[src/rtl/vga_timing_pkg.sv]
// Timing-mode record, the standard VGA modes and helpers that derive totals and sync windows.
// Shared by vga_timing_gen and any parent that picks a mode by name.
package vga_timing_pkg;

    typedef struct packed {
        logic [15:0] h_active;
        logic [15:0] h_front;
        logic [15:0] h_sync;
        logic [15:0] h_back;
        logic [15:0] v_active;
        logic [15:0] v_front;
        logic [15:0] v_sync;
        logic [15:0] v_back;
        logic        hs_pol;
        logic        vs_pol;
    } vga_mode_t;

    localparam vga_mode_t MODE_1024X768_60 = '{
        h_active: 16'd1024, h_front: 16'd24, h_sync: 16'd136, h_back: 16'd160,
        v_active: 16'd768,  v_front: 16'd3,  v_sync: 16'd6,   v_back: 16'd29,
        hs_pol:   1'b0,     vs_pol:  1'b0
    };

    localparam vga_mode_t MODE_640X480_60 = '{
        h_active: 16'd640, h_front: 16'd16, h_sync: 16'd96, h_back: 16'd48,
        v_active: 16'd480, v_front: 16'd10, v_sync: 16'd2,  v_back: 16'd33,
        hs_pol:   1'b0,    vs_pol:  1'b0
    };

    function automatic int h_total(input vga_mode_t m);
        return int'(m.h_active) + int'(m.h_front) + int'(m.h_sync) + int'(m.h_back);
    endfunction

    function automatic int v_total(input vga_mode_t m);
        return int'(m.v_active) + int'(m.v_front) + int'(m.v_sync) + int'(m.v_back);
    endfunction

    function automatic int hs_start(input vga_mode_t m);
        return int'(m.h_active) + int'(m.h_front);
    endfunction

    function automatic int hs_end(input vga_mode_t m);
        return int'(m.h_active) + int'(m.h_front) + int'(m.h_sync);
    endfunction

    function automatic int vs_start(input vga_mode_t m);
        return int'(m.v_active) + int'(m.v_front);
    endfunction

    function automatic int vs_end(input vga_mode_t m);
        return int'(m.v_active) + int'(m.v_front) + int'(m.v_sync);
    endfunction

endpackage

[src/rtl/sync_delay_line.sv]
// DEPTH x WIDTH shift register advanced by i_en; latency DEPTH enabled ticks.
// No backpressure: i_en=0 freezes every stage; reset loads RESET_VAL into all stages.
module sync_delay_line #(
    parameter int                 DEPTH     = 1,
    parameter int                 WIDTH     = 1,
    parameter logic [WIDTH-1:0]   RESET_VAL = '0
) (
    input  logic             i_clk,
    input  logic             i_rst,
    input  logic             i_en,
    input  logic [WIDTH-1:0] i_dat,
    output logic [WIDTH-1:0] o_dat
);

    logic [WIDTH-1:0] r_stage [DEPTH];

    always_ff @(posedge i_clk or posedge i_rst) begin
        if (i_rst) begin
            for (int i = 0; i < DEPTH; i++) begin
                r_stage[i] <= RESET_VAL;
            end
        end else if (i_en) begin
            r_stage[0] <= i_dat;
            for (int i = 1; i < DEPTH; i++) begin
                r_stage[i] <= r_stage[i-1];
            end
        end
    end

    assign o_dat = r_stage[DEPTH-1];

endmodule

[src/rtl/vga_timing_gen.sv]
// VGA raster generator: beam counters, delayed valid/hsync/vsync (1+PIPE_DELAY pixel ticks), one-clk strobes.
// No backpressure: pix_en=0 freezes all state. Define VGA_TIMING_FRAME_CNT_EN to build the 16-bit frame counter.
module vga_timing_gen
    import vga_timing_pkg::*;
#(
    parameter int unsigned H_ACTIVE   = 1024,
    parameter int unsigned H_FRONT    = 24,
    parameter int unsigned H_SYNC     = 136,
    parameter int unsigned H_BACK     = 160,
    parameter int unsigned V_ACTIVE   = 768,
    parameter int unsigned V_FRONT    = 3,
    parameter int unsigned V_SYNC     = 6,
    parameter int unsigned V_BACK     = 29,
    parameter bit          HS_POL     = 1'b0,
    parameter bit          VS_POL     = 1'b0,
    parameter int unsigned PIPE_DELAY = 0,
    parameter int unsigned X_W        = 11,
    parameter int unsigned Y_W        = 10
) (
    input  logic           clk,
    input  logic           rst,
    input  logic           pix_en,
    output logic [X_W-1:0] beam_x,
    output logic [Y_W-1:0] beam_y,
    output logic           valid,
    output logic           hsync,
    output logic           vsync,
    output logic           line_start,
    output logic           frame_start,
    output logic           vblank_start,
    output logic [15:0]    frame_cnt
);

    localparam vga_mode_t C_MODE = '{
        h_active: 16'(H_ACTIVE), h_front: 16'(H_FRONT), h_sync: 16'(H_SYNC), h_back: 16'(H_BACK),
        v_active: 16'(V_ACTIVE), v_front: 16'(V_FRONT), v_sync: 16'(V_SYNC), v_back: 16'(V_BACK),
        hs_pol:   HS_POL,        vs_pol:  VS_POL
    };

    localparam int H_TOT = h_total(C_MODE);
    localparam int V_TOT = v_total(C_MODE);

    // Decode constants are one bit wider than the counters so a window ending exactly at 2^W still compares.
    localparam logic [X_W:0] C_H_LAST  = (X_W+1)'(H_TOT - 1);
    localparam logic [X_W:0] C_H_ACT   = (X_W+1)'(int'(C_MODE.h_active));
    localparam logic [X_W:0] C_HS_BEG  = (X_W+1)'(hs_start(C_MODE));
    localparam logic [X_W:0] C_HS_END  = (X_W+1)'(hs_end(C_MODE));
    localparam logic [Y_W:0] C_V_LAST  = (Y_W+1)'(V_TOT - 1);
    localparam logic [Y_W:0] C_V_ACT   = (Y_W+1)'(int'(C_MODE.v_active));
    localparam logic [Y_W:0] C_V_ACTM1 = (Y_W+1)'(int'(C_MODE.v_active) - 1);
    localparam logic [Y_W:0] C_VS_BEG  = (Y_W+1)'(vs_start(C_MODE));
    localparam logic [Y_W:0] C_VS_END  = (Y_W+1)'(vs_end(C_MODE));

    localparam logic [2:0] C_DLY_RST = {1'b0, ~C_MODE.hs_pol, ~C_MODE.vs_pol};

    generate
        if (H_TOT > (2 ** X_W)) begin : g_err_htot
            $error("vga_timing_gen: H_TOTAL %0d does not fit in X_W=%0d", H_TOT, X_W);
        end
        if (V_TOT > (2 ** Y_W)) begin : g_err_vtot
            $error("vga_timing_gen: V_TOTAL %0d does not fit in Y_W=%0d", V_TOT, Y_W);
        end
        if (H_SYNC == 0 || V_SYNC == 0) begin : g_err_sync
            $error("vga_timing_gen: sync widths must be non-zero");
        end
        if (PIPE_DELAY > 15) begin : g_err_dly
            $error("vga_timing_gen: PIPE_DELAY %0d exceeds 15", PIPE_DELAY);
        end
    endgenerate

    logic [X_W-1:0] r_h;
    logic [Y_W-1:0] r_v;
    logic [X_W-1:0] w_h_nxt;
    logic [Y_W-1:0] w_v_nxt;
    logic [X_W:0]   w_h_ext;
    logic [Y_W:0]   w_v_ext;
    logic           w_h_last;
    logic           w_v_last;
    logic           w_wrap;

    assign w_h_ext  = {1'b0, r_h};
    assign w_v_ext  = {1'b0, r_v};
    assign w_h_last = (w_h_ext == C_H_LAST);
    assign w_v_last = (w_v_ext == C_V_LAST);
    assign w_wrap   = w_h_last && w_v_last;

    always_comb begin
        w_h_nxt = r_h + 1'b1;
        w_v_nxt = r_v;
        if (w_h_last) begin
            w_h_nxt = '0;
            w_v_nxt = w_v_last ? '0 : r_v + 1'b1;
        end
    end

    always_ff @(posedge clk or posedge rst) begin
        if (rst) begin
            r_h <= '0;
            r_v <= '0;
        end else if (pix_en) begin
            r_h <= w_h_nxt;
            r_v <= w_v_nxt;
        end
    end

    // Strobes mark the tick that moved the counters, so they are cleared on any clk without pix_en.
    logic r_line_start;
    logic r_frame_start;
    logic r_vblank_start;

    always_ff @(posedge clk or posedge rst) begin
        if (rst) begin
            r_line_start   <= 1'b0;
            r_frame_start  <= 1'b0;
            r_vblank_start <= 1'b0;
        end else begin
            r_line_start   <= pix_en && w_h_last;
            r_frame_start  <= pix_en && w_wrap;
            r_vblank_start <= pix_en && w_h_last && (w_v_ext == C_V_ACTM1);
        end
    end

    logic       w_valid_raw;
    logic       w_hs_in;
    logic       w_vs_in;
    logic [2:0] w_raw;
    logic [2:0] w_dly;

    assign w_valid_raw = (w_h_ext < C_H_ACT) && (w_v_ext < C_V_ACT);
    assign w_hs_in     = (w_h_ext >= C_HS_BEG) && (w_h_ext < C_HS_END);
    assign w_vs_in     = (w_v_ext >= C_VS_BEG) && (w_v_ext < C_VS_END);
    assign w_raw       = {w_valid_raw,
                          w_hs_in ? C_MODE.hs_pol : ~C_MODE.hs_pol,
                          w_vs_in ? C_MODE.vs_pol : ~C_MODE.vs_pol};

    sync_delay_line #(
        .DEPTH     (int'(PIPE_DELAY) + 1),
        .WIDTH     (3),
        .RESET_VAL (C_DLY_RST)
    ) u_sync_dly (
        .i_clk (clk),
        .i_rst (rst),
        .i_en  (pix_en),
        .i_dat (w_raw),
        .o_dat (w_dly)
    );

`ifdef VGA_TIMING_FRAME_CNT_EN
    logic [15:0] r_frame_cnt;

    always_ff @(posedge clk or posedge rst) begin
        if (rst) begin
            r_frame_cnt <= '0;
        end else if (pix_en && w_wrap) begin
            r_frame_cnt <= r_frame_cnt + 16'd1;
        end
    end

    assign frame_cnt = r_frame_cnt;
`else
    assign frame_cnt = '0;
`endif

    assign beam_x       = r_h;
    assign beam_y       = r_v;
    assign valid        = w_dly[2];
    assign hsync        = w_dly[1];
    assign vsync        = w_dly[0];
    assign line_start   = r_line_start;
    assign frame_start  = r_frame_start;
    assign vblank_start = r_vblank_start;

endmodule

[config.mk]
export PLATFORM = sky130hd
export DESIGN_NAME = vga_timing_gen
export DESIGN_NICKNAME = d
export VERILOG_FILES = /design/src/rtl/vga_timing_pkg.sv /design/src/rtl/sync_delay_line.sv /design/src/rtl/vga_timing_gen.sv
export SDC_FILE = /design/constraint.sdc
export NUM_CORES = 1
export LEC_CHECK = 0
export ABC_AREA = 1
export ABC_CLOCK_PERIOD_IN_PS = 1550
export CORE_UTILIZATION = 49
export DETAILED_ROUTE_END_ITERATION = 10
export GPL_TIMING_DRIVEN = 0
export PLACE_DENSITY = 0.9
export SYNTH_ARGS = -nofsm -noshare
export SYNTH_HDL_FRONTEND = slang
export SYNTH_SLANG_ARGS = --single-unit
[constraint.sdc]
create_clock -name clk -period 1.55 [get_ports clk]
set_input_delay 0.155 -clock clk [delete_from_list [all_inputs] [get_ports clk]]
set_output_delay 0.155 -clock clk [all_outputs]
set_load 0.05 [all_outputs]
== Yosys cells after proc, flatten, opt, wreduce, memory -nomap -nowiden ==
Cells that the tools add are included.

* Register bits after elaboration: 27
* Input port bits: 3
* Output and inout bits: 43
* Logic and storage cells: 29

* Add/sub/neg operators: 2
* Order comparisons: 6
* Equal/unequal tests: 3
* Multiplexer cells: 4
* Reduce and logical (&&, ||, !) cells: 8

{| class="wikitable"
|+ Operators with widths
! kind !! number
|-
| $lt 11x11->1 const B || 2
|-
| $eq 10x10->1 const B || 2
|-
| $lt 10x10->1 const B || 2
|-
| $add 11x1->11 const B || 1
|-
| $eq 11x11->1 const B || 1
|-
| $ge 11x11->1 const B || 1
|-
| $mux 11 || 1
|-
| $add 10x1->10 const B || 1
|-
| $ge 10x10->1 const B || 1
|-
| $mux 10 || 1
|-
| $logic_and 1x1->1 || 7
|-
| $mux 1 || 2
|-
| $reduce_and 2->1 || 1
|}

== Longest topological paths before layout ==
Gate-level depths: netlist of run 1.

* Word-level depth: 3
* Gate-level depth with buffers: 8

== Hierarchy ==
A second synthesis of run 1 with hierarchy kept.

* Cell total of the unflattened synthesis: 209
* Area, all modules: 1626.6 µm²

{| class="wikitable"
|+ Modules (own cells, without submodules)
! module !! instances !! cells each !! area each (µm²) !! sequential area each (µm²)
|-
| vga_timing_gen || 1 || 195 || 1507.7 || 600.6
|-
| sync_delay_line || 1 || 14 || 118.9 || 77.6
|}

== Least setup slack after synthesis of run 1 ==
No wires, ideal clock.

* Path type: reg-to-reg
* From: register r_h[0] (netlist: beam_x[0])
* To: register r_v[9] (netlist: beam_y[9])
* Setup time: 0.120 ns
* Arrival: 1.585 ns
* Setup slack: -0.155 ns
* Stages on the path, launching flop included: 9
* Buffers on the path: 0
* Clock period less this slack: 1.705 ns
* Cell sequence: dfrtp_1 > ha_1 > nand2_1 > inv_1 > nand3_4 > nor2_8 > nand3_1 > nand2_1 > nor2_1

* Word-level cells in the longest chain between the ends: 2

{| class="wikitable"
|+ RTL lines
! what !! RTL line !! text
|-
| from (decl) || vga_timing_gen.sv:71 || <nowiki>logic [X_W-1:0] r_h;</nowiki>
|-
| from (signal assigned) || vga_timing_gen.sv:101 || <nowiki>r_h <= w_h_nxt;</nowiki>
|-
| $eq 11x11->1 || vga_timing_gen.sv:83 || <nowiki>assign w_h_last = (w_h_ext == C_H_LAST);</nowiki>
|-
| $reduce_and 2->1 (no source line) || -- ||
|-
| to (signal assigned) || vga_timing_gen.sv:102 || <nowiki>r_v <= w_v_nxt;</nowiki>
|-
| to (decl) || vga_timing_gen.sv:72 || <nowiki>logic [Y_W-1:0] r_v;</nowiki>
|}

No other way between the ends.
A chain may end at the register's enable or synchronous reset.

== Worst setup path in the final report of run 1 ==
* From: register r_h[9] (netlist: beam_x[9])
* To: output beam_x[9]

{| class="wikitable"
|+ RTL lines
! what !! RTL line !! text
|-
| to (decl) || vga_timing_gen.sv:23 || <nowiki>output logic [X_W-1:0] beam_x,</nowiki>
|}

No word-level cell between the ends.

==> results.txt, run 1 <==
Outcome -> complete, no violations
Syn Std Cell Area -> 1790 µm²
Worst-path cell chain -> clkdlybuf4s15_1
Nature of the critical path startpoint -> flop
DR DRC count -> 0
Reg-to-reg endpoint -> beam_y[9]
Yosys warnings -> 0
Core Region -> 3420 µm²
Peak Freq -> 663 MHz
Most common cell after layout, fill and taps aside -> nand2_1
Clock power frac -> 15.5%
Yosys top cell by area -> dfrtp_1
Routed vias -> 1510
Combinational Power Share -> 38.4%
Initial antenna violation count -> 0
Final period util -> 97.4%
CTS tree -> built
Final count of hold timing violations -> 0
Pwr/cell area -> 907 nW/µm²
Final slew viol count -> 0
Total Wirelength -> 3390 µm
TritonCTS buffer count -> 3
R2R Setup Slk -> 0.13 ns
Area grow syn2layout -> 21.7%
Clock transition at path regs -> 0.13 ns
Setup Crit Path Kind -> flop to output pin
Post-synthesis sequential area ratio -> 37.9%
Hold slack -> 0.180 ns
Internal Power -> 0.00108 W
Post-route ant nets -> 0
Yosys reg bits -> 27
CP top delay family -> buffers and inverters
Worst R2R Start -> beam_x[0]
Global route total overflow -> 0
CP max stage cell -> clkdlybuf4s15_1
VDD IR max -> 531 µV
Arrival time worst endpoint -> 1.35 ns
Die width -> 62.4 µm
Routed length per placed instance -> 10.5 µm
Die area -> 3890 µm²
Buf/Inv on CP -> 1
First-pass GRT wire length -> 6040 µm
TritonRoute pass-1 iters -> 4
Vias per inst -> 4.70
Clk sinks -> 27
Average size of a mapped cell -> 7.88 µm²
Drt initial violations -> 38
Row count -> 21
Worst-path fanout max -> 5
Worst Hold End -> beam_x[2]
Register-to-Register Path Depth -> 8
Post-DP HPWL -> 2600 µm
Setup Skew -> 0.00861 ns
Commonest cells after routing, fill and taps aside -> 42 x nand2_1, 33 x inv_1, 20 x buf_4, 20 x nor2_1, 20 x dfrtp_1
Root Driver -> clkbuf_4
Leak -> 1.19 nW
Relative slew slack -> 33.4%
Die height -> 62.4 µm
Sw frac -> 45.1%
Critical Path RT -> 1.39 ns
Distinct cells, synth -> 31
Share of the synthesized area in the top cell type -> 35.0%
Seq pwr share -> 46.2%
Worst-Skew Late Latency -> 0.33 ns
Htree depth -> 1
Hold_sp -> pix_en
Antenna cells -> 0
Pin count of the biggest net entering global routing -> 28
Switching pwr -> 0.000890 W
Nets -> 284
CP max stage delay -> 0.54 ns
Initial Util -> 52.3%
Setup-failing EPs final -> 0
GP Congestion -> 0.901
Worst Setup End Kind -> output pin
Worst Tran Pin Value -> 0.998 ns
Ratio of cells with drive above 1 in the final layout -> 24.0%
Largest cells by area after synthesis -> dfrtp_1 35%, nand2_1 8.8%, buf_4 8.0%, inv_1 6.9%, nand3_1 5.3%
Gr usage total -> 19.1%
Vias in the first global route -> 1351
Cells on Worst Hold Path -> 3
Number of max-cap violations -> 0
Final Critical Period -> 1.51 ns
Port-buffer cells -> 28
Worst hold path class -> input pin to flop
Synthesized instance count -> 227
Setup TNS -> 0 ns
Ports -> 46
Max Buffers Root-to-Sink -> 2
## cells in the mapped netlist (all sizes together)
cell     n
dfstp    2
and3     1
nand3   22
clkbuf   1
nor2    29
xor2     8
buf     20
o21ai   13
conb     1
o22ai    1
xnor2    2
dfrtp   25
a21oi    3
nand2   47
nand3b   3
inv     36
ha       5
nand4    6
nor3     2
## kinds of logic (layout without fill, tap and decap cells)
logic type	Yosys count	in the layout	synth area share [%]
other cells	1	16	0.210
xor+xnor	10	10	4.90
flops	27	27	37.9
buf+inv	57	90	16.4
simple gates	110	110	31.4
compound gates	17	17	5.67
fa+ha+maj	5	5	3.50
## repair_timing
item | 4_1_cts | 5_1_grt
gates resized for setup | 31 | 21
pin swaps | 0 | 0
endpoints found under the setup margin | 27 | 16
hold buffers | 0 | 0
buffers inserted | 0 | 1
## area by class of cell
class,instances,area (µm²)
inverter,36,135
tap,46,57.6
sequential,27,684
fill,308,1240
buffer,21,158
multi-input combinational,158,883
clock buffer,4,26.3
timing repair buffer,29,231
## metal layers
layer | wire (µm) | global-route usage, % | vias up
li1 | - | - | 776
met1 | 1570 | 24.5 | 696
met2 | 1640 | 32.7 | 34
met3 | 118 | 2.19 | 4
met4 | 63 | 7.85 | 0
met5 | 0 | 0 | -
## power groups by stage
| stage | Clock, W | Combinational, W | Sequential, W |
|---|---|---|---|
| after floorplan | 0 | 0.000341 | 0.00117 |
| after global placement | 0 | 0.000793 | 0.000921 |
| after detailed placement | 0 | 0.000813 | 0.000922 |
| after CTS | 0.000318 | 0.000759 | 0.000908 |
| after global routing | 0.000344 | 0.000806 | 0.000926 |
| final | 0.000305 | 0.000757 | 0.000911 |
## metrics by stage
stage | cells | cell area, µm² | setup WS [ns] | util, % | power [W]
after global routing | 321 | 2180 | -0.00386 | 63.7 | 0.00208
final | 321 | 2180 | 0.0410 | 63.7 | 0.00197
after detailed placement | 316 | 2190 | 0.0496 | 64.1 | 0.00173
after CTS | 320 | 2190 | 0.00671 | 64.0 | 0.00198
after global placement | 316 | 2190 | 0.0723 | 64.1 | 0.00171
after floorplan | 242 | 1850 | 0.00193 | - | 0.00151
## sequential cells by signal (all words and copies together), names as in the netlist
register / flops
beam_y: 10
beam_x: 11
u_sync_dly.o_dat: 3
line_start: 1
frame_start: 1
vblank_start: 1
## how the worst max path moves through the flow
stage,from,to,slack [ns],cells past startpoint
CTS,beam_x[5],beam_x[5],0.007,1
global placement,rst,beam_y[1],0.07,2
finish,beam_x[9],beam_x[9],0.04,1
global route,beam_y[0],beam_y[8],-0.004,8
detailed placement,rst,beam_x[10],0.05,2
floorplan,beam_x[3],beam_y[9],0.002,7
Note: power is estimated with default switching activity, not from simulation.
==> run 2: changes to the inputs <==
- SKIP_CTS_REPAIR_TIMING: not set -> 1
==> results.txt, run 2 (synthesis results as in run 1) <==
Final Critical Period -> 1.47 ns
Worst-path cell chain -> dlymetal6s2s_1
Critical Path RT -> 1.39 ns
Routed length per placed instance -> 11.1 µm
Most common cell after layout, fill and taps aside -> nand2_1
TritonCTS buffer count -> 3
Die area -> 3890 µm²
VDD IR max -> 563 µV
Setup Skew -> 0.0158 ns
Commonest cells after routing, fill and taps aside -> 42 x nand2_1, 33 x inv_1, 27 x dlymetal6s2s_1
Outcome -> complete, no violations
Hold slack -> 0.173 ns
Drt initial violations -> 39
Fillers -> 277
CP max stage delay -> 0.51 ns
Max reg flops -> 11
Leak -> 1.46 nW
Tot Pwr -> 0.00203 W
CTS tree -> built
Finished layout cell area -> 2310 µm²
Clock transition at path regs -> 0.14 ns
Row count -> 21
Htree depth -> 1
Worst Tran Pin Value -> 0.993 ns
Initial Util -> 52.3%
Core Region -> 3420 µm²
Arrival time worst endpoint -> 1.31 ns
Global route total overflow -> 0
Finished Layout Cells -> 322
Root Driver -> clkbuf_4
CP max stage cell -> dfrtp_1
Initial antenna violation count -> 0
Vias per inst -> 4.69
Clk sinks -> 27
Nets -> 285
Die width -> 62.4 µm
Port-buffer cells -> 28
Worst R2R Start -> beam_x[0]
Number of max-cap violations -> 0
DR DRC count -> 0
Final slew viol count -> 0
Nature of the critical path startpoint -> flop
Crit path from -> beam_x[8]
Setup Crit Path Kind -> flop to output pin
Buf/Inv on CP -> 1
Post-DP HPWL -> 2600 µm
Worst hold path class -> input pin to flop
Final count of hold timing violations -> 0
First-pass GRT wire length -> 6030 µm
Routed vias -> 1510
Peak Freq -> 682 MHz
Ratio of cells with drive above 1 in the final layout -> 21.4%
GP Congestion -> 0.901
Worst Setup End Kind -> output pin
Placed cell count -> 316
Pwr/cell area -> 880 nW/µm²
Post-route ant nets -> 0
Max Buffers Root-to-Sink -> 2
Worst-path fanout max -> 6
Total Wirelength -> 3570 µm
Placed inst area -> 2190 µm²
Antenna cells -> 0
TritonRoute pass-1 iters -> 4
Worst-Skew Late Latency -> 0.34 ns
Gr usage total -> 19.1%
Pin count of the biggest net entering global routing -> 28
Area grow syn2layout -> 29.0%
CP top delay family -> flip-flops
Setup-failing EPs final -> 0
Hold_sp -> pix_en
Ports -> 46
Relative slew slack -> 33.7%
Final period util -> 94.6%
Vias in the first global route -> 1355
Die height -> 62.4 µm
## run 2: where the power goes
part           total [W]  internal, W  leakage [nW]  switching [W]
clock network   0.000317     0.000101        0.0150       0.000216
logic           0.000803     0.000242          1.12       0.000561
registers       0.000911     0.000783         0.325       0.000127
## run 2: path summary, 6_finish.rpt
| path | endpoint | depth (start not counted) | slack (ns) |
|---|---|---|---|
| hold reg to reg | u_sync_dly.o_dat[2] | 2 | 0.56 |
| setup reg to reg | beam_y[9] | 8 | 0.12 |
| min in group asynchronous | beam_x[0] | 2 | 0.33 |
| setup / recovery | beam_x[8] | 1 | 0.08 |
| max in group asynchronous | beam_x[1] | 2 | 0.55 |
| hold / removal | beam_x[2] | 3 | 0.17 |
## run 2: layout make-up
type	instances	area, µm²	share of cell area, %
inverter	36	135	5.86
buffer	21	158	6.83
multi-input combinational	158	883	38.3
timing repair buffer	30	363	15.7
sequential	27	684	29.7
clock buffer	4	26.3	1.14
tap	46	57.6	2.49
## run 2: layer usage
metal | wire, µm | global-route usage, % | vias up
met2 | 1730 | 32.6 | 36
li1 | - | - | 776
met3 | 139 | 2.19 | 4
met1 | 1640 | 24.5 | 694
met4 | 65 | 7.85 | 0
met5 | 0 | 0 | -
## run 2: stage by stage
stage               setup WS, ns  TNS (ns)  utilization, %
floorplan                0.00193         0               -
global placement          0.0723         0            64.1
detailed placement        0.0496         0            64.1
CTS                       -0.306     -5.68            64.8
global route            -0.00237  -0.00286            67.5
finish                    0.0836         0            67.5
## run 2: worst register-to-register path, stage by stage (launching register included)
cell and delay, ns:
dfrtp_2 0.45, ha_1 0.20, nand2_1 0.06, inv_1 0.09, nand3_4 0.13, nor2_8 0.20
nand3_1 0.09, nand2_1 0.06, nor2_1 0.03
==> run 3: changes to the inputs <==
--- a/config.mk
+++ b/config.mk
@@ -8,10 +8,11 @@
 export ABC_AREA = 1
 export ABC_CLOCK_PERIOD_IN_PS = 1550
-export CORE_UTILIZATION = 49
+export CORE_UTILIZATION = 47
 export DETAILED_ROUTE_END_ITERATION = 10
 export GPL_TIMING_DRIVEN = 0
-export PLACE_DENSITY = 0.9
+export PLACE_DENSITY = 0.89
 export SKIP_CTS_REPAIR_TIMING = 1
 export SYNTH_ARGS = -nofsm -noshare
 export SYNTH_HDL_FRONTEND = slang
+export SYNTH_HIERARCHICAL = 1
 export SYNTH_SLANG_ARGS = --single-unit
==> constraint.sdc (replaced) <==
create_clock -name clk -period 1.55 [get_ports clk]
set_input_delay 0.2325 -clock clk [delete_from_list [all_inputs] [get_ports clk]]
set_output_delay 0.2325 -clock clk [all_outputs]
set_load 0.05 [all_outputs]
==> results.txt, run 3 <==
Vias in the first global route -> 1245
Row count -> 20
CTS tree -> built
Pin count of the biggest net entering global routing -> 25
EDFF count, synth -> 0
Final slew viol count -> 0
Met2 Resource Use GR -> 31.4%
GP Congestion -> 0.864
Pwr/cell area -> 942 nW/µm²
Synthesized instance count -> 209
Arrival time worst endpoint -> 1.73 ns
Yosys top cell by area -> dfrtp_1
Routed length per placed instance -> 11.3 µm
Area grow syn2layout -> 30.0%
Vias per inst -> 4.72
Port-buffer cells -> 29
Max Buffers Root-to-Sink -> 2
Commonest cells post-synth -> 49 x nand2_1, 26 x inv_1, 25 x dfrtp_1, 24 x nor2_1, 17 x buf_4
Average size of a mapped cell -> 7.78 µm²
Worst hold path class -> input pin to asynchronous set/reset pin
Ports -> 46
Worst Tran Pin Value -> 0.918 ns
Share of the synthesized area in the top cell type -> 38.5%
Final count of hold timing violations -> 0
Setup Crit Path Kind -> flop to flop
Max reg flops -> 11
Setup Skew -> 0.0119 ns
Reg-to-reg endpoint -> beam_x[10]
Initial Util -> 51.2%
Gr usage total -> 19.5%
GR peak layer -> met2
TritonCTS buffer count -> 3
Register Area -> 687 µm²
Post-DP HPWL -> 2450 µm
Peak Freq -> 666 MHz
Critical path capture point -> beam_x[10]
Number of max-cap violations -> 0
Multi-input logic area -> 774 µm²
Initial antenna violation count -> 0
R2R Setup Slk -> 0.05 ns
Register-to-Register Path Depth -> 7
Crit path from -> beam_x[1]
First-pass GRT wire length -> 5280 µm
Clock transition at path regs -> 0.16 ns
Most common cell after layout, fill and taps aside -> nand2_1
Drt initial violations -> 58
VDD IR max -> 874 µV
Root Driver -> clkbuf_4
Yosys reg bits -> 27
M3 GR Usage -> 2.56%
Setup ws final -> 0.0482 ns
Total Wirelength -> 3440 µm
Ys async rst share -> 100%
Distinct cells, synth -> 26
Grt met1 use -> 26.3%
Post-synthesis sequential area ratio -> 41.7%
Die height -> 60.8 µm
Critical Path RT -> 1.77 ns
Setup-failing EPs final -> 0
Worst Setup End Kind -> flop
Ratio of cells with drive above 1 in the final layout -> 23.4%
Outcome -> complete, no violations
Tot Pwr -> 0.00199 W
Largest cells by area after synthesis -> dfrtp_1 38%, nand2_1 11%, buf_4 7.8%, inv_1 6.0%, nor2_1 5.5%
Routed vias -> 1440
Clk sinks -> 27
Nets -> 270
Worst R2R Start -> beam_x[1]
Htree depth -> 1
Fillers -> 274
Yosys warnings -> 6
DR DRC count -> 0
Antenna cells -> 0
Relative slew slack -> 38.7%
Syn Std Cell Area -> 1630 µm²
Core Region -> 3180 µm²
TritonRoute pass-1 iters -> 4
Final period util -> 96.9%
Worst-Skew Late Latency -> 0.33 ns
Commonest cells after routing, fill and taps aside -> 48 x nand2_1, 26 x inv_1, 23 x nor2_1
Leak -> 1.24 nW
Die area -> 3700 µm²
Post-route ant nets -> 0
Final Critical Period -> 1.50 ns
Count leader, synth -> nand2_1
Worst-path fanout max -> 3
Die width -> 60.8 µm
Global route total overflow -> 0
Synth Flop Type -> dfrtp_1
Nature of the critical path startpoint -> flop
Placement Setup Slack -> -0.363 ns
==> run 3: cell types whose count changed after synthesis, sizes merged <==
cell    previous run  this run
nand2             47        53
o211ai             0         2
inv               36        28
nor2              29        27
buf               20        18
nand3             22        15
nand3b             3         0
nor3               2         3
clkbuf             1         0
o22ai              1         0
and3               1         2
a21oi              3         4
nand4              6         4
xor2               8         5
==> run 3: area by class of cell <==
type | count | share of cell area (%)
multi-input cells | 151 | 36.6
plain buffers | 18 | 6.75
well taps | 44 | 2.60
flip-flops and latches | 27 | 32.5
clock buffers | 3 | 1.07
inverters | 28 | 4.97
repair buffers | 33 | 15.1
clock inverters | 1 | 0.355
==> run 3: worst min-delay path by stage <==
stage | start | to | cells past startpoint
2_1_floorplan | rst | u_sync_dly/o_dat[2] | 1
3_3_place_gp | rst | u_sync_dly/o_dat[2] | 2
3_5_place_dp | rst | u_sync_dly/o_dat[2] | 2
4_1_cts | rst | u_sync_dly/o_dat[2] | 2
5_1_grt | rst | u_sync_dly/o_dat[2] | 2
6_report | rst | u_sync_dly/o_dat[2] | 2
==> run 3: per-stage QoR <==
stage,hold slack [ns],setup TNS (ns),util (%),instance area [µm²],cells
2_1_floorplan,-0.0153,-0.0155,-,1700,224
3_3_place_gp,0.439,-4.44,64.4,2050,297
3_5_place_dp,0.444,-4.60,64.4,2050,297
4_1_cts,0.0693,-7.89,65.4,2080,301
5_1_grt,0.0647,-0.0507,66.5,2110,305
6_report,0.0665,0,66.5,2110,305
==> run 3: per-layer routing <==
layer / up-vias / routed length [µm]
li1: 727 / -
met2: 50 / 1710
met4: 0 / 50
met3: 6 / 181
met5: - / 0
met1: 657 / 1500
==> run 3: cells by family (layout without fill, tap and decap cells) <==
group                      count (synthesis)  in the layout  share of synthesized area (%)
buffers and inverters                     46             83                           15.2
and+or+nand+nor                          104            104                           28.6
adders and majority gates                  5              5                           3.85
AOI/OAI and AO/OA                         19             19                           6.62
xor gates and xnor gates                   7              7                           3.77
DFF                                       27             27                           41.7
other                                      1             16                          0.231
==> run 3: power breakdown <==
part           internal, W  switching, W
Combinational     0.000241      0.000536
Sequential        0.000789      0.000105
Clock            0.0000988      0.000223
==> run 3: worst max-delay path, stage by stage (launching register included) <==
cell     delay [ns]
dfrtp_2        0.43
ha_4           0.16
nand2_2        0.07
nor2_4         0.15
buf_4          0.14
nand4_1        0.12
o21ai_0        0.25
nor2_1         0.09
